===== config.mk =====
export PLATFORM = sky130hd
export DESIGN_NAME = cpri_tx_pack
export DESIGN_NICKNAME = d
export VERILOG_FILES = /design/src/rtl/cpri_tx_pack.sv
export SDC_FILE = /design/constraint.sdc
export NUM_CORES = 1
export LEC_CHECK = 0
export CORE_ASPECT_RATIO = 0.75
export CORE_MARGIN = 1
export CORE_UTILIZATION = 46
export CTS_CLUSTER_SIZE = 25
export DETAILED_ROUTE_END_ITERATION = 10
export PLACE_DENSITY = 0.76
export SLEW_MARGIN = 20
export SYNTH_ARGS = -nofsm -noshare
export SYNTH_HDL_FRONTEND = slang
export SYNTH_SLANG_ARGS = --single-unit

===== constraint.sdc =====
create_clock -name wr_clk -period 22.3 [get_ports wr_clk]
set_clock_uncertainty 0.1 [all_clocks]
set_input_delay 4.46 -clock wr_clk [delete_from_list [all_inputs] [get_ports wr_clk]]
set_output_delay 4.46 -clock wr_clk [all_outputs]
set_load 0.005 [all_outputs]

===== src/rtl/cpri_tx_pack.sv =====
// CPRI TX loop-buffer write stage: packs one header-tagged packet of PAY_LEN payload words
// into a buffer packet laid out as header(0,1), checksum(2), payload(3..), committing on the checksum write.
`timescale 1ns/1ps
module cpri_tx_pack #(
   parameter logic [15:0] SYNC_WORD = 16'hA5C3,
   parameter int          PAY_LEN   = 93,
   parameter int          ADDR_W    = 7,
   parameter int          CNT_W     = 16
) (
   input  logic              wr_clk,
   input  logic              wr_rst,
   input  logic              i_pkt_start,
   input  logic [6:0]        i_slot_idx,
   input  logic [3:0]        i_symb_idx,
   input  logic [7:0]        i_ant_grp,
   input  logic [63:0]       i_hdr_info,
   output logic              o_start_rdy,
   input  logic              i_buf_afull,
   input  logic              i_valid,
   input  logic [63:0]       i_data,
   output logic              o_ready,
   output logic              o_cpri_wen,
   output logic [ADDR_W-1:0] o_cpri_waddr,
   output logic [63:0]       o_cpri_wdata,
   output logic              o_cpri_wlast,
   output logic [CNT_W-1:0]  o_drop_cnt,
   output logic [CNT_W-1:0]  o_abort_cnt
);

   typedef enum logic [2:0] {IDLE, HDR0, HDR1, PAY, CSUM} state_t;

   localparam logic [ADDR_W-1:0] LAST_IDX = ADDR_W'(PAY_LEN - 1);
   localparam logic [ADDR_W-1:0] PAY_BASE = ADDR_W'(3);
   localparam logic [ADDR_W-1:0] CSUM_ADR = ADDR_W'(2);

   state_t              state_q, state_d;
   logic [6:0]          slot_q, slot_d;
   logic [3:0]          symb_q, symb_d;
   logic [7:0]          ant_q, ant_d;
   logic [63:0]         info_q, info_d;
   logic [CNT_W-1:0]    seq_q, seq_d;
   logic [63:0]         csum_q, csum_d;
   logic [ADDR_W-1:0]   idx_q, idx_d;
   logic [CNT_W-1:0]    drop_q, drop_d;
   logic [CNT_W-1:0]    abort_q, abort_d;
   logic                wen_q, wen_d;
   logic [ADDR_W-1:0]   waddr_q, waddr_d;
   logic [63:0]         wdata_q, wdata_d;
   logic                wlast_q, wlast_d;
   logic                latch;

   // Gated by reset so nothing looks ready while the block is held in reset.
   assign o_start_rdy = (state_q == IDLE) && !i_buf_afull && !wr_rst;
   assign o_ready     = (state_q == PAY);

   always_comb begin
      state_d = state_q;
      slot_d  = slot_q;
      symb_d  = symb_q;
      ant_d   = ant_q;
      info_d  = info_q;
      seq_d   = seq_q;
      csum_d  = csum_q;
      idx_d   = idx_q;
      drop_d  = drop_q;
      abort_d = abort_q;
      wen_d   = 1'b0;
      waddr_d = '0;
      wdata_d = '0;
      wlast_d = 1'b0;
      latch   = 1'b0;
      case (state_q)
         IDLE: begin
            if (i_pkt_start) begin
               if (o_start_rdy) begin
                  latch   = 1'b1;
                  state_d = HDR0;
               end else if (drop_q != '1) begin
                  drop_d = drop_q + 1'b1;
               end
            end
         end
         HDR0, HDR1, PAY: begin
            if (i_pkt_start) begin
               // Abort: nothing is written this cycle and the buffer reuses the addresses.
               latch   = 1'b1;
               state_d = HDR0;
               if (abort_q != '1) abort_d = abort_q + 1'b1;
            end else if (state_q == HDR0) begin
               wen_d   = 1'b1;
               waddr_d = '0;
               wdata_d = {SYNC_WORD, 16'(seq_q), 1'b0, slot_q, 4'b0, symb_q, ant_q, 8'(PAY_LEN)};
               state_d = HDR1;
            end else if (state_q == HDR1) begin
               wen_d   = 1'b1;
               waddr_d = ADDR_W'(1);
               wdata_d = info_q;
               idx_d   = '0;
               state_d = PAY;
            end else if (i_valid) begin
               wen_d   = 1'b1;
               waddr_d = PAY_BASE + idx_q;
               wdata_d = i_data;
               csum_d  = csum_q ^ i_data;
               idx_d   = idx_q + 1'b1;
               if (idx_q == LAST_IDX) state_d = CSUM;
            end
         end
         CSUM: begin
            wen_d   = 1'b1;
            waddr_d = CSUM_ADR;
            wdata_d = csum_q;
            wlast_d = 1'b1;
            seq_d   = seq_q + 1'b1;
            // A start here is a fresh packet, not an abort; the commit above still happens.
            if (i_pkt_start) begin
               latch   = 1'b1;
               state_d = HDR0;
            end else begin
               state_d = IDLE;
            end
         end
         default: state_d = IDLE;
      endcase
      if (latch) begin
         slot_d = i_slot_idx;
         symb_d = i_symb_idx;
         ant_d  = i_ant_grp;
         info_d = i_hdr_info;
         csum_d = '0;
      end
   end

   always_ff @(posedge wr_clk or posedge wr_rst) begin
      if (wr_rst) begin
         state_q <= IDLE;
         slot_q  <= '0;
         symb_q  <= '0;
         ant_q   <= '0;
         info_q  <= '0;
         seq_q   <= '0;
         csum_q  <= '0;
         idx_q   <= '0;
         drop_q  <= '0;
         abort_q <= '0;
         wen_q   <= 1'b0;
         waddr_q <= '0;
         wdata_q <= '0;
         wlast_q <= 1'b0;
      end else begin
         state_q <= state_d;
         slot_q  <= slot_d;
         symb_q  <= symb_d;
         ant_q   <= ant_d;
         info_q  <= info_d;
         seq_q   <= seq_d;
         csum_q  <= csum_d;
         idx_q   <= idx_d;
         drop_q  <= drop_d;
         abort_q <= abort_d;
         wen_q   <= wen_d;
         waddr_q <= waddr_d;
         wdata_q <= wdata_d;
         wlast_q <= wlast_d;
      end
   end

   assign o_cpri_wen   = wen_q;
   assign o_cpri_waddr = waddr_q;
   assign o_cpri_wdata = wdata_q;
   assign o_cpri_wlast = wlast_q;
   assign o_drop_cnt   = drop_q;
   assign o_abort_cnt  = abort_q;

endmodule


======== Yosys cells after proc, flatten, opt, wreduce, memory -nomap -nowiden ========
Index checks and enable logic that the tools add are counted.
word-level totals
  register bits after elaboration ......... 278
  input bits .............................. 152
  output and inout bits ................... 107
  logic and storage cells ................. 89
operators by class
  add/sub/neg operators ................... 5
  eq/ne operators ......................... 14
  mux-type cells .......................... 37
  bitwise gates (word level) .............. 4
  reductions and logical operators ........ 15
operators by type and width
  cell                                                 number
  2-to-1 mux 64 bit                                    10
  one-hot mux 64 bit (2 select lines)                  1
  bitwise XOR 64 bit                                   1
  adder 16 x 1 -> 16 bit, second input constant        3
  2-to-1 mux 7 bit                                     6
  != test 16 bit, second input constant                2
  2-to-1 mux 3 bit                                     7
  one-hot mux 7 bit (2 select lines)                   1
  AND reduction 4 bit                                  3
  != test 5 bit, second input constant                 2
  2-to-1 mux 1 bit                                     9
  one-hot mux 3 bit (3 select lines)                   1
  != test 2 bit, second input constant                 4
  adder 2 x 7 -> 7 bit, first input constant           1
  adder 7 x 1 -> 7 bit, second input constant          1
  equality test 7 bit, second input constant           1
  equality test 3 x 2 -> 1 bit, second input constant  2
  nonzero test 2 bit                                   3
  AND reduction 5 bit                                  1
  one-hot mux 1 bit (2 select lines)                   2
  OR reduction 4 bit                                   1
  equality test 3 x 1 -> 1 bit, second input constant  1
  equality test 3 bit, second input constant           1
  logical NOT 3 bit                                    1
  6 further kinds                                      10

======== Logic depth before layout (Yosys ltp) ========
  depth after elaboration ................. 8
  depth in mapped cells ................... 8
  depth with buffers taken out ............ 5

======== Worst setup path before layout ========
Ideal clock, no wire load.
  kind .................................... input -> output
  from .................................... input port i_buf_afull
  to ...................................... output port o_start_rdy
  arrival ................................. 4.664 ns
  data required time ...................... 17.740 ns
  setup slack ............................. 13.076 ns
  stages .................................. 1
  buffers on the path ..................... 0
  cells stage by stage .................... nor3_1
between the ends
  word-level cells in the longest chain between the ends .. 3
ends and longest elaborated chain
  what                             RTL line  source
  start, declared                  18        input logic i_buf_afull,
  logical NOT 1 bit                53        assign o_start_rdy = (state_q == IDLE) && !i_buf_afull && !wr_rst;
  logical AND 1 bit (2 in series)  53
  end, declared                    17        output logic o_start_rdy,
Every way passes these cells.

======== Worst setup path after layout ========
  from .................................... input port wr_rst
  to ...................................... output port o_start_rdy
between the ends
  word-level cells in the longest chain between the ends .. 2
ends and longest elaborated chain
  what                                RTL line  source
  start, declared                     11        input logic wr_rst,
  logical NOT 1 bit (no source line)  n/a
  logical AND 1 bit                   53
Every way passes these cells.

==> summary.txt <==
OUTCOME
--------------------------------------------------------------------------------------
Outcome                                                                   complete, no violations

CLOCKING
--------------------------------------------------------------------------------------
CTS tree                                                                         built
Clock latency on the worst-skew pair                                           0.53 ns
Number of setup buffers added after CTS                                              0
Clock slew at reported path FFs                                                0.06 ns
Number of buffers on the longest clock path                                          3
Number of buffers created by CTS                                                    28
Clk sinks                                                                          278
Clock root cell                                                           sky130_fd_sc_hd__clkbuf_16
# resized after CTS                                                                  0
Maximum level of the CTS H-tree                                                      1
Hold_buf cts                                                                         0

SYNTH
--------------------------------------------------------------------------------------
Share of async-settable or async-resettable flops after synthesis                 100%
Cells taking the most area after synthesis                                sky130_fd_sc_hd__dfrtp_1 57%, sky130_fd_sc_hd__xor2_1 7.1%, sky130_fd_sc_hd__mux2_2 6.1%
Share of Yosys cell area claimed by the top area cell type                       57.2%
Number of synthesized flops with an enable pin                                       0
List of most frequent post-synthesis cells                                278 x sky130_fd_sc_hd__dfrtp_1, 99 x sky130_fd_sc_hd__xor2_1, 88 x sky130_fd_sc_hd__nand2_1
Yosys reg bits                                                                     278
Average footprint of a synthesized cell                                      11.6 um^2
Library cell with the largest summed area after synthesis                 sky130_fd_sc_hd__dfrtp_1
Portion of the post-synthesis area used by sequential elements                   57.2%
Dominant synthesized flop cell                                            sky130_fd_sc_hd__dfrtp_1
Number of distinct standard cells referenced by the synthesized netlist             57
Net count after synthesis                                                         1204
Synthesized area                                                            12200 um^2
Synthesized instance count                                                        1046
Warnings from Yosys                                                                  0
Most used standard cell by instance count after synthesis                 sky130_fd_sc_hd__dfrtp_1

GRT
--------------------------------------------------------------------------------------
Remaining Overflow, GRT                                                              0
Wire length of the first global-routing pass                                  51200 um
Via count of the first global-routing pass                                        9308
Number of antenna violations at the first check in global routing                    1
Total track usage                                                                24.0%
Pin count of the biggest net entering global routing                               130

CELLS AND AREA
--------------------------------------------------------------------------------------
Final core area utilization                                                      60.9%
Final nets                                                                        1438
Post-Layout Inst Area                                                       15800 um^2
Fraction of final layout cells sized beyond drive strength 1                     12.9%
Relative area change from synthesis to final layout                              30.2%
Number of diodes added for antenna fixing                                            0

SETUP PATH
--------------------------------------------------------------------------------------
Critical-path maximum fanout                                                         4
Startpoint of the worst-slack reg-to-reg timing path                        state_q[2]
CP Capture Point                                                           o_start_rdy
Type of destination of the critical path                                  primary output
Critical Setup Path Class                                                    in -> out
R2R Setup Slk                                                                 18.82 ns
Critical Path Source                                                            wr_rst
Worst Path Arrival                                                             5.80 ns
Endpoint of the worst register-to-register path                              slot_q[0]
Reg2reg path depth                                                                   5
Startpoint Class                                                          primary input
Crit path required time                                                       17.74 ns

FLOORPLANNING
--------------------------------------------------------------------------------------
Initial cell density of the core                                                 46.8%
Overall die height                                                              143 um
X dimension of the die                                                          190 um
I/O pin count                                                                      259
Cell Rows                                                                           51
Die area                                                                    27100 um^2
Total core area                                                             26000 um^2

ROUTING
--------------------------------------------------------------------------------------
Drt pass-1 iters                                                                     9
Vias per inst                                                                     5.66
Drt drc                                                                              0
Routed WL                                                                     32400 um
Post-detailed-route count of antenna-violating nets                                  0
Iter 0 DRT Violations                                                              823
Routed length per placed instance                                              19.8 um
Total number of vias                                                              9280

RUN
--------------------------------------------------------------------------------------
Max Cap Viol                                                                         0

STA
--------------------------------------------------------------------------------------
Part of the cycle the worst path needs                                           46.5%
Final number of hold-violating endpoints                                             0
Final Max Slew Viols                                                                 0
Worst rel slew slack                                                             35.0%
Setup slack after layout                                                      11.94 ns
Unrepaired setup endpoints after global routing                                  false
Number of failing setup endpoints in the final timing report                         0
Peak Freq                                                                     96.5 MHz
Summed negative setup slack over all endpoints                                    0 ns
Time the final worst path needs with I/O delays and setup                     10.36 ns
Transition time at the pin with the least slew margin                         0.975 ns

PLACE
--------------------------------------------------------------------------------------
Global placement routability congestion                                          0.847
Setup Slack @ Placement                                                       11.94 ns
DP HPWL                                                                       20300 um
Area of placed instances                                                    15000 um^2
# port buffers                                                                     258

MIN PATH
--------------------------------------------------------------------------------------
Startpoint of the lowest-slack hold path                                  o_abort_cnt[8]
Worst hold path type                                                        reg -> reg

POWER
--------------------------------------------------------------------------------------
Peak supply drop                                                               51.8 uV
Static Leakage                                                              0.00684 uW
Cell Pwr Density                                                          83.2 nW/um^2

-- cells by family (layout without fill, tap and decap cells) --
family                     Yosys count  in the layout  share of synthesized area, %
buffers and inverters               75            324                          3.01
AOI/OAI and AO/OA                  158            158                          8.94
DFF                                278            278                          57.2
xor gates and xnor gates           113            113                          8.14
adders and majority gates            6              6                         0.618
and+or+nand+nor                    330            330                          13.5
muxes                               86             86                          8.58
-- per-stage QoR --
step | hold WS, ns | cells | power [uW]
global placement | 0.366 | 1594 | 871
CTS | 0.397 | 1639 | 1330
finish | 0.393 | 1639 | 1320
detailed placement | 0.385 | 1594 | 879
floorplan | 0.344 | 1046 | 753
global route | 0.405 | 1639 | 1380
-- registers in the layout (all words and copies together), names as in the netlist, 4 cells and up --
name and cells:
ant_q 8, csum_q 64, idx_q 7, info_q 64
o_abort_cnt 16, o_cpri_waddr 7, o_cpri_wdata 64, o_drop_cnt 16
seq_q 16, slot_q 7, symb_q 4
-- critical path, cell delays in order --
cell and delay [ns]:
sky130_fd_sc_hd__clkdlybuf4s50_1 0.54, sky130_fd_sc_hd__nor3_1 0.25, sky130_fd_sc_hd__clkdlybuf4s50_1 0.55
-- placed cells by master (no fill, tap or decap), drive strengths merged, types with 2 or more instances in the layout --
cell type / count
dfrtp: 278
clkdlybuf4s50: 258
xor2: 99
nand2: 89
nor2: 86
mux2: 86
nand3: 83
o21ai: 60
a222oi: 35
clkbuf: 33
a21oi: 18
xnor2: 14
a22oi: 14
o22ai: 11
buf: 11
nand4: 10
and3: 10
clkinv: 10
inv: 10
nor3: 9
nor4: 8
and4: 6
ha: 6
nor3b: 6
a31oi: 4
a211oi: 4
and2: 4
a2111oi: 4
o21a: 3
nand3b: 3
or2: 3
nor4b: 3
o31ai: 2
or3: 2
or3b: 2
-- area by class of cell --
| class | count | area [um^2] |
|---|---|---|
| repair buffers | 269 | 2670 |
| flip-flops and latches | 278 | 6960 |
| inverters | 10 | 45.0 |
| fillers | 2071 | 10100 |
| clock buffers | 33 | 761 |
| multi-input cells | 693 | 4880 |
| well taps | 344 | 430 |
| clock inverters | 12 | 91.3 |
-- worst min-delay path by stage --
stage / slack [ns] / to / cells past startpoint
after floorplan: 0.34 / seq_q[15] / 1
after global placement: 0.37 / seq_q[15] / 1
after detailed placement: 0.39 / seq_q[13] / 1
after CTS: 0.40 / seq_q[13] / 1
after global routing: 0.41 / seq_q[13] / 1
final: 0.39 / o_abort_cnt[8] / 1
-- where the power goes --
| part | internal, uW | switching (uW) |
|---|---|---|
| Sequential | 569 | 51.4 |
| Clock | 252 | 192 |
| Combinational | 139 | 113 |
-- layer usage --
layer  share of wire, %  wire length [um]  GRT usage [%]  vias up
li1                   -                 -              -     4167
met1                 45             14500           35.0     4667
met2                 45             14700           37.5      400
met3                7.8              2510           4.10       44
met4                1.9               617           5.86        2
met5              0.031                10              0        -
Power figures use the tool's default switching activity.
